$ cat src/rtl/uart_mem_dump_pkg.sv
// Shared constants and FSM encoding for the memory-to-serial dumper.
package uart_mem_dump_pkg;

  // CLK cycles per serial bit at 100 MHz / 115200 baud.
  localparam int SERIAL_WCNT_DEFAULT = 868;

  // One 8N1 frame: start + 8 data + stop.
  localparam int FRAME_BITS = 10;

  typedef enum logic [2:0] {
    ST_IDLE  = 3'd0,
    ST_READ  = 3'd1,
    ST_LATCH = 3'd2,
    ST_SEND  = 3'd3,
    ST_FIN   = 3'd4
  } state_t;

endpackage

$ cat src/rtl/uart_mem_dump_if.sv
// Command, memory read port and serial/status lines of the dumper.
// slave = the dumper itself, master = the host/memory side driving it.
interface uart_mem_dump_if #(
  parameter int ADDR_W = 32
);
  logic              START;
  logic [ADDR_W-1:0] BASE;
  logic [31:0]       LEN;
  logic [ADDR_W-1:0] MEM_ADDR;
  logic              MEM_RE;
  logic [31:0]       MEM_RDATA;
  logic              TXD;
  logic              BUSY;
  logic              DONE;

  modport slave (
    input  START, BASE, LEN, MEM_RDATA,
    output MEM_ADDR, MEM_RE, TXD, BUSY, DONE
  );

  modport master (
    output START, BASE, LEN, MEM_RDATA,
    input  MEM_ADDR, MEM_RE, TXD, BUSY, DONE
  );
endinterface

$ cat src/rtl/uart_mem_dump_tx.sv
// 8N1 byte transmitter: LOAD while READY starts a frame on the next cycle;
// READY comes back the cycle after the stop bit's last cycle.
module uart_tx_byte
  import uart_mem_dump_pkg::*;
#(
  parameter int SERIAL_WCNT = SERIAL_WCNT_DEFAULT
) (
  input  logic       CLK,
  input  logic       RST,
  input  logic [7:0] DIN,
  input  logic       LOAD,
  output logic       READY,
  output logic       TXD
);
  localparam int CNT_W = (SERIAL_WCNT > 2) ? $clog2(SERIAL_WCNT) : 1;
  localparam int BIT_W = $clog2(FRAME_BITS);
  localparam logic [CNT_W-1:0] CNT_LAST = CNT_W'(SERIAL_WCNT - 1);
  localparam logic [BIT_W-1:0] BIT_LAST = BIT_W'(FRAME_BITS - 1);

  logic [FRAME_BITS-1:0] shift_reg;
  logic [CNT_W-1:0]      cnt_reg;
  logic [BIT_W-1:0]      bit_reg;
  logic                  busy_reg;

  // Frame engine: load, hold each bit SERIAL_WCNT cycles, shift out LSB first.
  always_ff @(posedge CLK or posedge RST) begin
    if (RST) begin
      shift_reg <= '1;
      cnt_reg   <= '0;
      bit_reg   <= '0;
      busy_reg  <= 1'b0;
    end else if (!busy_reg) begin
      if (LOAD) begin
        shift_reg <= {1'b1, DIN, 1'b0};
        cnt_reg   <= '0;
        bit_reg   <= '0;
        busy_reg  <= 1'b1;
      end
    end else if (cnt_reg == CNT_LAST) begin
      cnt_reg <= '0;
      if (bit_reg == BIT_LAST) begin
        busy_reg <= 1'b0;
      end else begin
        shift_reg <= {1'b1, shift_reg[FRAME_BITS-1:1]};
        bit_reg   <= bit_reg + 1'b1;
      end
    end else begin
      cnt_reg <= cnt_reg + 1'b1;
    end
  end

  // The line is forced high whenever no frame is active, so reset idles it at once.
  assign READY = !busy_reg;
  assign TXD   = busy_reg ? shift_reg[0] : 1'b1;

endmodule

$ cat src/rtl/uart_mem_dump.sv
// Memory-to-serial dumper: reads a word range and sends each word LSB byte first.
module uart_mem_dump
  import uart_mem_dump_pkg::*;
#(
  parameter int SERIAL_WCNT = SERIAL_WCNT_DEFAULT,
  parameter int ADDR_W      = 32
) (
  input logic            CLK,
  input logic            RST,
  uart_mem_dump_if.slave bus
);
  state_t            state_reg, state_next;
  logic [ADDR_W-1:0] addr_reg, addr_next;
  logic [ADDR_W-1:0] mem_addr_reg, mem_addr_next;
  logic [31:0]       nwords_reg, nwords_next;
  logic [31:0]       word_reg, word_next;
  logic [1:0]        idx_reg, idx_next;
  logic              busy_reg, busy_next;
  logic              done_reg, done_next;
  logic              tx_ready, tx_load, tx_txd, mem_re;
  logic              last_byte;

  assign last_byte = (idx_reg == 2'd3);

  uart_tx_byte #(.SERIAL_WCNT(SERIAL_WCNT)) u_tx (
    .CLK   (CLK),
    .RST   (RST),
    .DIN   (word_reg[7:0]),
    .LOAD  (tx_load),
    .READY (tx_ready),
    .TXD   (tx_txd)
  );

  // State register.
  always_ff @(posedge CLK or posedge RST) begin
    if (RST) state_reg <= ST_IDLE;
    else     state_reg <= state_next;
  end

  // Next-state logic; the next word is fetched while the 4th byte is on the line.
  always_comb begin
    state_next = state_reg;
    case (state_reg)
      ST_IDLE:  if (bus.START) state_next = ((bus.LEN >> 2) == 32'd0) ? ST_FIN : ST_READ;
      ST_READ:  state_next = ST_LATCH;
      ST_LATCH: state_next = ST_SEND;
      ST_SEND:  if (tx_ready && last_byte) state_next = (nwords_reg == 32'd1) ? ST_FIN : ST_READ;
      ST_FIN:   if (tx_ready) state_next = ST_IDLE;
      default:  state_next = ST_IDLE;
    endcase
  end

  // Output logic: read strobe only in READ, byte handoff when the transmitter is free.
  always_comb begin
    mem_re  = (state_reg == ST_READ);
    tx_load = (state_reg == ST_SEND) && tx_ready;
  end

  // Datapath next values: address/word counters, byte shifter and status flags.
  always_comb begin
    addr_next   = addr_reg;
    nwords_next = nwords_reg;
    word_next   = word_reg;
    idx_next    = idx_reg;
    busy_next   = busy_reg;
    done_next   = done_reg;
    case (state_reg)
      ST_IDLE: if (bus.START) begin
        addr_next   = bus.BASE & ~ADDR_W'(3);
        nwords_next = bus.LEN >> 2;
        busy_next   = 1'b1;
        done_next   = 1'b0;
      end
      ST_LATCH: begin
        word_next = bus.MEM_RDATA;
        idx_next  = 2'd0;
      end
      ST_SEND: if (tx_ready) begin
        word_next = word_reg >> 8;
        idx_next  = idx_reg + 2'd1;
        if (last_byte) begin
          addr_next   = addr_reg + ADDR_W'(4);
          nwords_next = nwords_reg - 32'd1;
        end
      end
      ST_FIN: if (tx_ready) begin
        busy_next = 1'b0;
        done_next = 1'b1;
      end
      default: ;
    endcase
    // The visible read address only moves when a read is about to be issued.
    mem_addr_next = (state_next == ST_READ) ? addr_next : mem_addr_reg;
  end

  // Datapath registers.
  always_ff @(posedge CLK or posedge RST) begin
    if (RST) begin
      addr_reg     <= '0;
      mem_addr_reg <= '0;
      nwords_reg   <= '0;
      word_reg     <= '0;
      idx_reg      <= '0;
      busy_reg     <= 1'b0;
      done_reg     <= 1'b0;
    end else begin
      addr_reg     <= addr_next;
      mem_addr_reg <= mem_addr_next;
      nwords_reg   <= nwords_next;
      word_reg     <= word_next;
      idx_reg      <= idx_next;
      busy_reg     <= busy_next;
      done_reg     <= done_next;
    end
  end

  assign bus.MEM_RE   = mem_re;
  assign bus.MEM_ADDR = mem_addr_reg;
  assign bus.TXD      = tx_txd;
  assign bus.BUSY     = busy_reg;
  assign bus.DONE     = done_reg;

endmodule

$ cat src/flat_wrapper.sv
// flat-port wrapper written by rule: the top's interface ports become plain ports
module uart_mem_dump_flat import uart_mem_dump_pkg::*;
#(
  parameter int SERIAL_WCNT = SERIAL_WCNT_DEFAULT,
  parameter int ADDR_W      = 32
)
  (CLK, RST, bus_START, bus_BASE, bus_LEN, bus_MEM_RDATA, bus_MEM_ADDR, bus_MEM_RE, bus_TXD, bus_BUSY, bus_DONE);
  uart_mem_dump_if #(.ADDR_W(ADDR_W)) bus_i ();
  input logic CLK;
  input logic RST;
  input wire logic [$bits(bus_i.START)-1:0] bus_START;
  input wire logic [$bits(bus_i.BASE)-1:0] bus_BASE;
  input wire logic [$bits(bus_i.LEN)-1:0] bus_LEN;
  input wire logic [$bits(bus_i.MEM_RDATA)-1:0] bus_MEM_RDATA;
  output wire logic [$bits(bus_i.MEM_ADDR)-1:0] bus_MEM_ADDR;
  output wire logic [$bits(bus_i.MEM_RE)-1:0] bus_MEM_RE;
  output wire logic [$bits(bus_i.TXD)-1:0] bus_TXD;
  output wire logic [$bits(bus_i.BUSY)-1:0] bus_BUSY;
  output wire logic [$bits(bus_i.DONE)-1:0] bus_DONE;
  assign bus_i.START = bus_START;
  assign bus_i.BASE = bus_BASE;
  assign bus_i.LEN = bus_LEN;
  assign bus_i.MEM_RDATA = bus_MEM_RDATA;
  assign bus_MEM_ADDR = bus_i.MEM_ADDR;
  assign bus_MEM_RE = bus_i.MEM_RE;
  assign bus_TXD = bus_i.TXD;
  assign bus_BUSY = bus_i.BUSY;
  assign bus_DONE = bus_i.DONE;
  uart_mem_dump #(.SERIAL_WCNT(SERIAL_WCNT), .ADDR_W(ADDR_W)) u_core (.CLK(CLK), .RST(RST), .bus(bus_i));
endmodule
$ cat config.mk
export PLATFORM = sky130hd
export DESIGN_NAME = uart_mem_dump_flat
export DESIGN_NICKNAME = d
export VERILOG_FILES = /design/src/rtl/uart_mem_dump_pkg.sv /design/src/rtl/uart_mem_dump_if.sv /design/src/rtl/uart_mem_dump_tx.sv /design/src/rtl/uart_mem_dump.sv /design/src/flat_wrapper.sv
export SDC_FILE = /design/constraint.sdc
export NUM_CORES = 1
export LEC_CHECK = 0
export BUFFER_PORTS_ARGS = -buffer_cell sky130_fd_sc_hd__buf_2
export CORE_UTILIZATION = 60
export DETAILED_ROUTE_END_ITERATION = 7
export GPL_ROUTABILITY_DRIVEN = 0
export PLACE_DENSITY = 0.84
export SLEW_MARGIN = 40
export SYNTH_ARGS = -nofsm -noshare
export SYNTH_HDL_FRONTEND = slang
export SYNTH_SLANG_ARGS = --single-unit
$ cat constraint.sdc
create_clock -name CLK -period 7.57 [get_ports CLK]
set_clock_uncertainty 0.15 [all_clocks]
set_input_delay 1.1355 -clock CLK [delete_from_list [all_inputs] [get_ports CLK]]
set_output_delay 1.1355 -clock CLK [all_outputs]
set_load 0.01 [all_outputs]
# After elaboration in Yosys (flattened, before gate mapping)
# Index checks and enable logic that the tools add are counted.
# word_totals
reg_bits	160
wordCells	85
# classes
n_addsub	5
n_eq_ne	15
muxes	40
reduce_logical	13
# ops
operator	count
32-bit 2-to-1 mux	7
32-bit one-hot mux with 2 select lines	3
10-bit 2-to-1 mux	7
32-bit by 3-bit adder with 32-bit output, second input constant	1
32-bit by 1-bit == test with 1-bit output, second input constant	1
32-bit logical NOT	1
32-bit by 1-bit subtractor with 32-bit output, second input constant	1
4-bit 2-to-1 mux	4
3-bit 2-to-1 mux	5
3-bit one-hot mux with 5 select lines	1
10-bit by 1-bit adder with 10-bit output, second input constant	1
10-bit == test, second input constant	1
1-bit 2-to-1 mux	9
2-bit inequality test, second input constant	4
2-bit nonzero test	4
3-bit by 1-bit == test with 1-bit output, second input constant	2
3-bit by 2-bit == test with 1-bit output, second input constant	2
3-bit AND reduction	2
4-bit by 1-bit adder with 4-bit output, second input constant	1
4-bit == test, second input constant	1
2-bit by 1-bit inequality test with 1-bit output, second input constant	2
1-bit one-hot mux with 2 select lines	2
2-bit one-hot mux with 2 select lines	1
4-bit AND reduction	1
8 further kinds	9

# Logic depth before layout (Yosys ltp)
# depth
ltp_word	5
mapped_depth	9

# Cells and area by module
# From an unflattened synthesis, not the netlist that was laid out.
# hier_totals
cells_unflattened	862
area_unflattened_um2	8394.3
# by_module_without_submodules
module	n_inst	cells_each	area_each_um2	seq_area_each_um2
uart_mem_dump	1	737	7103.1	3378.2
uart_tx_byte	1	125	1291.2	611.8

# Worst setup path before layout
# Ideal clock, no wire load.
# synth_timing
path_type	input port to flip-flop
startpoint	in bus_LEN[19]
endpoint	reg u_core.mem_addr_reg[10] (netlist: u_core.bus.MEM_ADDR[10])
arrival_time_ps	2670
required_ps	7295
setup_slack_ps	4625
cell_stages	7
path_cell_list	nor4_1 nand4_1 or2_2 buf_1 a22o_4 buf_6 mux2_4
# synth_between
elab_chain_len	5
# synth_rtl
item	line_no	rtl
start: declaration	flat_wrapper.sv:13	input wire logic [$bits(bus_i.LEN)-1:0] bus_LEN;
32-bit logical NOT	uart_mem_dump.sv:44	ST_IDLE: if (bus.START) state_next = ((bus.LEN >> 2) == 32'd0) ? ST_FIN : ST_READ;
3-bit 2-to-1 mux (2 in a row)	uart_mem_dump.sv:44	
3-bit one-hot mux with 5 select lines	uart_mem_dump.sv:43	case (state_reg)
3-bit by 1-bit == test with 1-bit output	uart_mem_dump.sv:93	mem_addr_next = (state_next == ST_READ) ? addr_next : mem_addr_reg;
end signal: assignment	uart_mem_dump.sv:108	mem_addr_reg <= mem_addr_next;
end: declaration	uart_mem_dump.sv:14	logic [ADDR_W-1:0] mem_addr_reg, mem_addr_next;
# Every way passes these cells.
# A chain may end at the register's enable or synchronous reset.

# Final worst setup path
# layout_timing
startpoint	reg u_core.nwords_reg[2]
endpoint	reg u_core.mem_addr_reg[31] (netlist: u_core.bus.MEM_ADDR[31])
# layout_between
elab_chain_len	5
# layout_rtl
item	line_no	rtl
start: declaration	uart_mem_dump.sv:15	logic [31:0] nwords_reg, nwords_next;
start signal: assignment	uart_mem_dump.sv:109	nwords_reg <= nwords_next;
32-bit by 1-bit == test with 1-bit output	uart_mem_dump.sv:47	ST_SEND: if (tx_ready && last_byte) state_next = (nwords_reg == 32'd1) ? ST_FIN : ST_READ;
3-bit 2-to-1 mux (2 in a row)	uart_mem_dump.sv:47	
3-bit one-hot mux with 5 select lines	uart_mem_dump.sv:43	
3-bit by 1-bit == test with 1-bit output	uart_mem_dump.sv:93	
# Every way passes these cells.

==> results.json <==
{
  "status": "completed",
  "cts_made_buffers": 17,
  "arrival_ns": 3.34,
  "power.density_nw_per_um2": 243,
  "total_power_mw": 2.39,
  "cts_tree": "yes",
  "crit_chain": "nor3_1, nand4_1, or4_1, a22o_4, mux2_1",
  "viasPerCell": 6.43,
  "synthArstFlopShare": 1.00,
  "cts.path.max_buffers": 2,
  "grt_first_pass_wirelength_um": 36000,
  "startpoint_type": "register",
  "ant_nets": 0,
  "hp-class": "reg -> reg",
  "initial_core_util": 0.614,
  "postCtsSetupRepairBufs": 0,
  "synth.net_count": 1033,
  "grt_overflow": 0,
  "relSlewSlack": 0.406,
  "path_max_fanout": 32,
  "root_buffer": "clkbuf_16",
  "synth_edf_count": 0,
  "synth_top_area_share": 0.442,
  "ioPinCount": 135,
  "core_area_um2": 13800,
  "rsz0062_at_grt": "no",
  "synth.most_common_cell": "dfrtp_1",
  "drt-initial-drc-count": 883,
  "drc": 0,
  "multi_input_comb_area_um2": 4250,
  "die_area_um2": 14600,
  "slowest_stage": "or4_1",
  "drv_slew": 0,
  "fmax_mhz": 313,
  "chipWidth_um": 121,
  "ys.flop_type": "dfrtp_1",
  "yosys.area.top_type": "dfrtp_1",
  "crit_type": "reg -> reg",
  "hpwl_um": 14100,
  "ctsResizeCount": 0,
  "nets": 1133,
  "setup_viol": 0,
  "yosysWarningCount": 0,
  "vias": 7844,
  "tightest_slew_ns": 0.883,
  "drive_gt1_frac": 0.211,
  "grt_max_degree": 99,
  "avgSynthCellArea_um2": 9.15,
  "area_growth_pct": 16.2,
  "drv_cap": 0,
  "synthTopCellsByCount": "dfrtp_1 (150), nand2_1 (134), nor2_1 (86)",
  "cts.sinks": 159,
  "tns_ns": 0,
  "holdBufCountCts": 0,
  "ys_seq_elements": 159,
  "hold_violations": 0,
  "p_leak_nw": 4.23,
  "wl_per_cell_um": 18.2,
  "regArea_um2": 3990,
  "slowest_delay_ns": 0.76,
  "fillers": 1045,
  "drt-total-wl_um": 22300,
  "antenna_found_initial": 0,
  "period_share": 0.421,
  "portBuffers": 130,
  "period_needed_ns": 3.19,
  "die_h_um": 121,
  "grt_pass1_vias": 7340,
  "synth_cell_types": 67,
  "cp_top_family": "simple AND/OR/NAND/NOR gates",
  "seq_area_frac_synth": 0.470,
  "required_ns": 7.72,
  "insertedDiodeCount": 0,
  "crit_buf_inv": 0,
  "clk_latency_ns": 0.42,
  "drt_pre_antenna_iters": 6,
  "syn_area_um2": 8480,
  "grt.total_usage": 0.313,
  "ys_top_cells_by_area": "dfrtp_1 (44%), nand2_1 (5.9%), nor2_1 (3.8%)",
  "netlist_instances": 927,
  "vdd_ir_drop_max_mv": 0.187,
  "cts.clk_slew.worst_paths_ns": 0.07,
  "rows": 43,
  "worstSetupEndpointType": "register",
  "h-tree-depth": 4
}
[metrics by stage]
stage | area [um2] | util | hold slack, ns | setup WS [ns] | std cells
6_report | 9860 | 0.713 | 0.343 | 4.38 | 1220
3_3_place_gp | 9210 | 0.666 | 0.302 | 4.15 | 1187
5_1_grt | 9860 | 0.713 | 0.353 | 4.27 | 1220
3_5_place_dp | 9240 | 0.668 | 0.314 | 4.05 | 1188
2_1_floorplan | 8480 | - | 0.293 | 2.01 | 927
4_1_cts | 9840 | 0.711 | 0.346 | 4.33 | 1220
[cells by family (layout without fill, tap and decap cells)]
kind of cell	Yosys count	count (layout)	synth area share
AND/OR/NAND/NOR	413	413	0.241
AO/OA/AOI/OAI	241	241	0.190
flip-flops	159	159	0.470
buffers and inverters	69	182	0.0335
multiplexers	29	29	0.0451
XOR/XNOR	9	9	0.00929
adder cells (fa/ha/maj)	7	7	0.0103
[layer usage]
metal,track usage,up-vias,wire [um]
li1,-,3663,-
met1,0.442,3798,9620
met2,0.486,339,10600
met3,0.0672,44,1640
met4,0.0957,0,422
met5,0,-,0
[worst min-delay path, stage by stage (launching register included)]
cell and delay (ns):
dfrtp_1 0.36, nand2_1 0.06, nand2_1 0.04
[report_power, final]
part           switching (mW)  leakage (nW)  internal, mW  total [mW]
sequential              0.136          1.88          1.01        1.15
combinational           0.193          2.06         0.177       0.370
clock                   0.360         0.285         0.518       0.878
total                   0.690          4.23          1.70        2.39
[worst paths after layout]
check | start | to | slack (ns) | cells after the start
setup / recovery | u_core.nwords_reg[2] | u_core.bus.MEM_ADDR[31] | 4.38 | 5
hold / removal | u_core.bus.DONE | u_core.bus.DONE | 0.34 | 2
setup reg to reg | u_core.nwords_reg[2] | u_core.bus.MEM_ADDR[31] | 4.38 | 5
hold reg to reg | u_core.bus.DONE | u_core.bus.DONE | 0.34 | 2
max in group asynchronous | RST | u_core.nwords_reg[10] | 5.56 | 3
min in group asynchronous | RST | u_core.bus.MEM_ADDR[0] | 0.65 | 2
[layout by cell type (no fill, tap or decap), drive strengths merged, types with 6 or more instances in the layout]
cell	n
dfrtp	150
buf	140
mux2	20
and2	11
clkbuf	22
nor4	24
a41oi	9
a31oi	43
nor2	86
nand2b	7
a221oi	13
a22oi	9
or4	10
or3	6
nand4	16
dfstp	9
o211ai	9
o22a	8
mux2i	9
nand3	50
a32oi	6
inv	15
xor2	6
nand3b	6
nor3	21
and3	13
o21ai	54
a21oi	42
nand2	134
o21a	6
ha	7
[final cells by class]
| cell class | count | area share |
|---|---|---|
| repair buffers | 140 | 0.0755 |
| well taps | 180 | 0.0228 |
| clock buffers | 22 | 0.0481 |
| flip-flops and latches | 159 | 0.405 |
| clock inverters | 10 | 0.0128 |
| multi-input cells | 699 | 0.431 |
| inverters | 10 | 0.00457 |
Power figures use the tool's default switching activity.
